## config.mk

```make
export PLATFORM = sky130hd
export DESIGN_NAME = fetch_sequencer
export DESIGN_NICKNAME = d
export VERILOG_FILES = /design/src/rtl/fetch_sequencer_pkg.sv /design/src/rtl/fetch_sequencer.sv
export SDC_FILE = /design/constraint.sdc
export NUM_CORES = 1
export LEC_CHECK = 0
export CORE_ASPECT_RATIO = 1.2
export CORE_MARGIN = 4
export CORE_UTILIZATION = 50
export CTS_BUF_LIST = sky130_fd_sc_hd__clkbuf_4
export CTS_CLUSTER_DIAMETER = 120
export DETAILED_ROUTE_END_ITERATION = 8
export PLACE_DENSITY = 0.85
export REMOVE_ABC_BUFFERS = 1
export SLEW_MARGIN = 10
export SYNTH_ARGS = -nofsm -noshare
export SYNTH_HDL_FRONTEND = slang
export SYNTH_SLANG_ARGS = --single-unit
```

## constraint.sdc

```tcl
create_clock -name clk -period 11.1 [get_ports clk]
set_input_delay 1.665 -clock clk [delete_from_list [all_inputs] [get_ports clk]]
set_output_delay 1.665 -clock clk [all_outputs]
set_load 0.005 [all_outputs]
```

## src/rtl/fetch_sequencer_pkg.sv

```systemverilog
// Shared fetch front-end definitions: FSM state encoding, instruction size and default vectors.
package fetch_sequencer_pkg;

    localparam int unsigned ILEN        = 32;
    localparam int unsigned INSTR_BYTES = 4;

    localparam logic [31:0] RESET_PC_DEF = 32'h0000_0000;
    localparam logic [31:0] TRAP_PC_DEF  = 32'h0000_0004;

    typedef enum logic [2:0] {
        S_IDLE = 3'd0,
        S_REQ  = 3'd1,
        S_WAIT = 3'd2,
        S_HOLD = 3'd3,
        S_DROP = 3'd4
    } fetch_state_t;

endpackage

```

## src/rtl/fetch_sequencer.sv

```systemverilog
// Instruction-fetch sequencer: one outstanding req/gnt/rvalid fetch, 3 cycles/instr min, decode stalls via if_ready.
// EX redirects flush and squash wrong-path fetches; PC_MISALIGN_TRAP_EN sends misaligned targets to TRAP_PC.
module fetch_sequencer
    import fetch_sequencer_pkg::*;
#(
    parameter int unsigned     XLEN     = 32,
    parameter logic [XLEN-1:0] RESET_PC = XLEN'(RESET_PC_DEF)
`ifdef PC_MISALIGN_TRAP_EN
    ,
    parameter logic [XLEN-1:0] TRAP_PC  = XLEN'(TRAP_PC_DEF)
`endif
) (
    input  logic            clk,
    input  logic            rst,
    input  logic            PCsrc,
    input  logic            ex_valid,
    input  logic [XLEN-1:0] target,
    output logic            imem_req,
    output logic [XLEN-1:0] imem_addr,
    input  logic            imem_gnt,
    input  logic            imem_rvalid,
    input  logic [ILEN-1:0] imem_rdata,
    output logic            if_valid,
    output logic [ILEN-1:0] if_instr,
    output logic [XLEN-1:0] if_pc,
    input  logic            if_ready,
    output logic            flush,
    output logic            misalign
);

    fetch_state_t    r_state;
    fetch_state_t    w_state_nxt;
    logic [XLEN-1:0] r_pc;
    logic [XLEN-1:0] r_fetch_pc;
    logic [XLEN-1:0] r_if_pc;
    logic [ILEN-1:0] r_if_instr;
    logic            r_if_valid;
    logic [XLEN-1:0] w_redirect_pc;
    logic            w_redirect;
    logic            w_grant;
    logic            w_accept;

    assign w_redirect = PCsrc & ex_valid;
    assign w_grant    = (r_state == S_REQ) & imem_gnt;
    assign w_accept   = (r_state == S_WAIT) & imem_rvalid & ~w_redirect;

`ifdef PC_MISALIGN_TRAP_EN
    logic w_misaligned;
    logic r_misalign;

    assign w_misaligned  = w_redirect & (target[1:0] != 2'b00);
    assign w_redirect_pc = w_misaligned ? TRAP_PC : target;

    always_ff @(posedge clk or posedge rst) begin
        if (rst) begin
            r_misalign <= 1'b0;
        end else begin
            r_misalign <= w_misaligned;
        end
    end

    assign misalign = r_misalign;
`else
    assign w_redirect_pc = target & ~XLEN'(INSTR_BYTES - 1);
    assign misalign      = 1'b0;
`endif

    always_comb begin
        w_state_nxt = r_state;
        case (r_state)
            S_IDLE: w_state_nxt = S_REQ;
            S_REQ: begin
                if (imem_gnt) begin
                    w_state_nxt = w_redirect ? S_DROP : S_WAIT;
                end
            end
            S_WAIT: begin
                if (imem_rvalid) begin
                    w_state_nxt = w_redirect ? S_REQ : S_HOLD;
                end else if (w_redirect) begin
                    w_state_nxt = S_DROP;
                end
            end
            S_HOLD: begin
                if (if_ready || w_redirect) begin
                    w_state_nxt = S_REQ;
                end
            end
            // A redirect that lands with the stale response still ends the drop,
            // otherwise the FSM would wait for a response that never comes.
            S_DROP: begin
                if (imem_rvalid) begin
                    w_state_nxt = S_REQ;
                end
            end
            default: w_state_nxt = S_IDLE;
        endcase
    end

    always_ff @(posedge clk or posedge rst) begin
        if (rst) begin
            r_state <= S_IDLE;
        end else begin
            r_state <= w_state_nxt;
        end
    end

    always_ff @(posedge clk or posedge rst) begin
        if (rst) begin
            r_pc       <= RESET_PC;
            r_fetch_pc <= '0;
            r_if_pc    <= '0;
            r_if_instr <= '0;
            r_if_valid <= 1'b0;
        end else begin
            if (w_redirect) begin
                r_pc <= w_redirect_pc;
            end else if (w_grant) begin
                r_pc <= r_pc + XLEN'(INSTR_BYTES);
            end
            if (w_grant) begin
                r_fetch_pc <= r_pc;
            end
            if (w_accept) begin
                r_if_instr <= imem_rdata;
                r_if_pc    <= r_fetch_pc;
            end
            r_if_valid <= (w_state_nxt == S_HOLD);
        end
    end

    assign imem_req  = (r_state == S_REQ);
    assign imem_addr = r_pc;
    assign if_valid  = r_if_valid;
    assign if_instr  = r_if_instr;
    assign if_pc     = r_if_pc;
    assign flush     = w_redirect & ~rst;

endmodule

```

==> metrics <==
fillers 779; critical path startpoint category primary input; number of flops mapped to enable cells by yosys 0; worst setup margin between 6 and 7 ns; Synth Register Bits 126; Boundary Pins about 170; synth top area cells dfrtp_1 (58%), mux2_2 (19%), a31oi_1 (2.4%), o31ai_1 (2.1%), or4_1 (1.9%); CTS Sinks 126; DP Worst Slack 6.217 ns; max incr delay on CP between 0.5 and 0.6 ns; cts repair resizes 0; WL final ~13000 microns; core area 10570 sq um; CP endpoint kind output port; worst vdd ir between 100 and 150 uV; Post-CTS Repair Setup Buffers 0; clk buf depth 2; GR Overflow Total 0; GRT Overall Usage between 20% and 30%; initial antenna violation count 0; clock skew approximately 0.017 ns; area occupied by multi-input gates roughly 2100 sq um; H-tree Lvls 4; Area growth, synth to finish 36.91%; Yosys top cell area share 58.32%; register area 3153 sq um; initial core utilization approximately half; status complete, no violations; worst-margin pin slew slightly above 0.9 ns; syn avg cell area approximately 13 sq um; vias in the first global route 4042; most frequent cell after synthesis dfrtp_1; Die W just over 100 microns; RSZ-0062 raised after global routing false; largest net degree at the start of global routing 92; fin. max-slew vios 0; CTS buffer count 17; placed cell areas around 7100 sq um; global-route wire length before repair approximately 20000 microns; Leakage Power between 2 and 3 nW; Final Hold Vio Count 0; final setup fails 0; Post-synth top cells dfrtp_1 (126), mux2_2 (93), nor2_1 (24); gpl congestion ~0.81; Rel. slew slack between 30% and 40%; Tmin final between 4 and 5 ns; fmax 0.2226 GHz; WP data arrival 2.83 ns; CTS Hold Bufs 0; Clk Tree Root Cell clkbuf_4; Final nets roughly 660; sum of negative setup slack 0 ns; Mapped Cells roughly 430; cell mode on critical path clkdlybuf4s50_1; DRT iter0 DRCs ~130; antenna fix cells 0; Rows a little over 40; WP data required between 9 and 10 ns; slowest CP cell clkdlybuf4s50_1; Crit Path Category primary input to output port; Clk Latency, worst-skew pair around 0.52 ns; via count 4044; Cell Chain, Critical Path clkdlybuf4s50_1, nand2_1, nor2_1, clkdlybuf4s50_1; post-DR wirelength/cell 17.25 microns; Main synth FF type dfrtp_1; Yosys top cell by area dfrtp_1; DP HPWL between 8000 and 9000 microns; sequential-to-total area share from yosys stat 58.32%; Hold WC Path Type register to register; DR pass1 iterations 5; PortBufs between 150 and 200; MaxCap Viol Count 0; DRC viols 0; PwrDens roughly 230 nW/um^2; die height around 120 microns; Tcrit/Tclk final a little over 40%; CTS tree done; Antenna Violating Nets Remaining 0; fraction of layout cells with a size suffix above 1 a little over a fifth; post-synth cell types 34; clock slew at reported path FFs ~0.10 ns; full die area around 13000 sq um; Synth Cell Area approximately 5400 sq um; Syn. warnings 0; Max FO, Critical Path 2; fin area roughly 7400 sq um; vias per cell around 5.6; FFs w/ async S/R, synth between 90% and 100%
-- sequential cells by signal (all words and copies together) (netlist names) --
name        cells
if_instr       32
if_pc          30
imem_addr      30
r_fetch_pc     30
r_state         3
if_valid        1
-- per-layer routing --
| metal | global-route usage (%) | vias up | wire length [microns] |
|---|---|---|---|
| li1 | - | 1875 | - |
| met1 | 24.27 | 2014 | 4889 |
| met2 | 34.87 | 136 | 6381 |
| met3 | 6.930 | 19 | 1083 |
| met4 | 6.397 | 0 | 172 |
| met5 | 0 | - | 0 |
-- final timing paths --
| check | from | end | slack, ns | cells past startpoint |
|---|---|---|---|---|
| worst max-delay path | PCsrc | flush | 6.61 | 4 |
| worst min-delay path | r_fetch_pc[18] | if_pc[18] | 0.51 | 1 |
| worst max register to register | r_state[2] | imem_addr[29] | 7.88 | 5 |
| worst min register to register | r_fetch_pc[18] | if_pc[18] | 0.51 | 1 |
| max in group asynchronous | rst | r_fetch_pc[18] | 8.41 | 3 |
| min in group asynchronous | rst | if_pc[14] | 1.54 | 2 |
-- power by group --
part,total (mW),switching (mW),internal [mW]
Sequential,0.770,0.123,0.646
Clock,0.318,0.163,0.155
Combinational,0.616,0.194,0.422
Total,1.70,0.481,1.22
-- layout make-up --
class	instances	share of cell area (%)
clock inverters	14	2.028
multi-input cells	268	28.63
well taps	129	2.181
flip-flops and latches	126	42.60
clock buffers	18	1.826
repair buffers	167	22.50
inverters	4	0.2366
-- cell families after synthesis --
family	share of synthesized area (%)
compound gates	6.295
xor+xnor	1.296
fa+ha+maj	0.2314
buf+inv	3.194
flops	58.32
mux	19.74
other cells	0.06936
simple gates	10.85
-- critical path: cells and delay by family --
kind                   cells  cell delay [ns]
buffers and inverters      2             0.98
and+or+nand+nor            2             0.19
-- stage by stage --
stage / cells / total power [mW] / utilization (%) / hold WS [ns]
floorplan: 398 / 1.030 / - / 0.4750
global placement: 694 / 1.370 / 67.31 / 0.4842
detailed placement: 694 / 1.405 / 67.31 / 0.4919
CTS: 726 / 1.726 / 70.01 / 0.5134
global route: 726 / 1.814 / 70.05 / 0.5191
finish: 726 / 1.704 / 70.05 / 0.5097
-- layout by cell type, fill, tap and decap left out --
master,synthesis,routed
o41ai_1,1,1
clkinv_4,0,2
or4_1,14,14
and2_1,4,4
nor4bb_4,0,1
clkdlybuf4s50_1,0,163
nand2b_1,1,1
xnor2_1,2,2
clkbuf_4,0,18
inv_1,4,3
nor3b_1,1,1
buf_4,5,3
nand4_4,1,1
nor2b_1,1,1
bufinv_16,0,3
and3_1,5,5
xor2_1,6,6
nor3_1,2,2
clkinvlp_4,0,1
a31oi_1,21,21
conb_1,1,5
clkinv_2,0,4
inv_4,0,1
buf_6,1,1
o21ai_0,16,16
o31ai_1,15,15
nor2_1,24,24
nand4_1,8,8
nand3_1,8,8
or3_1,7,7
clkinv_1,0,4
and4_1,4,4
nand2_1,22,22
mux2_2,93,93
nor4_4,0,1
mux2i_1,2,2
ha_1,1,1
dfrtp_1,126,126
or4b_1,1,1
a22oi_1,1,1
No activity file was read; power rests on OpenSTA's default activity.
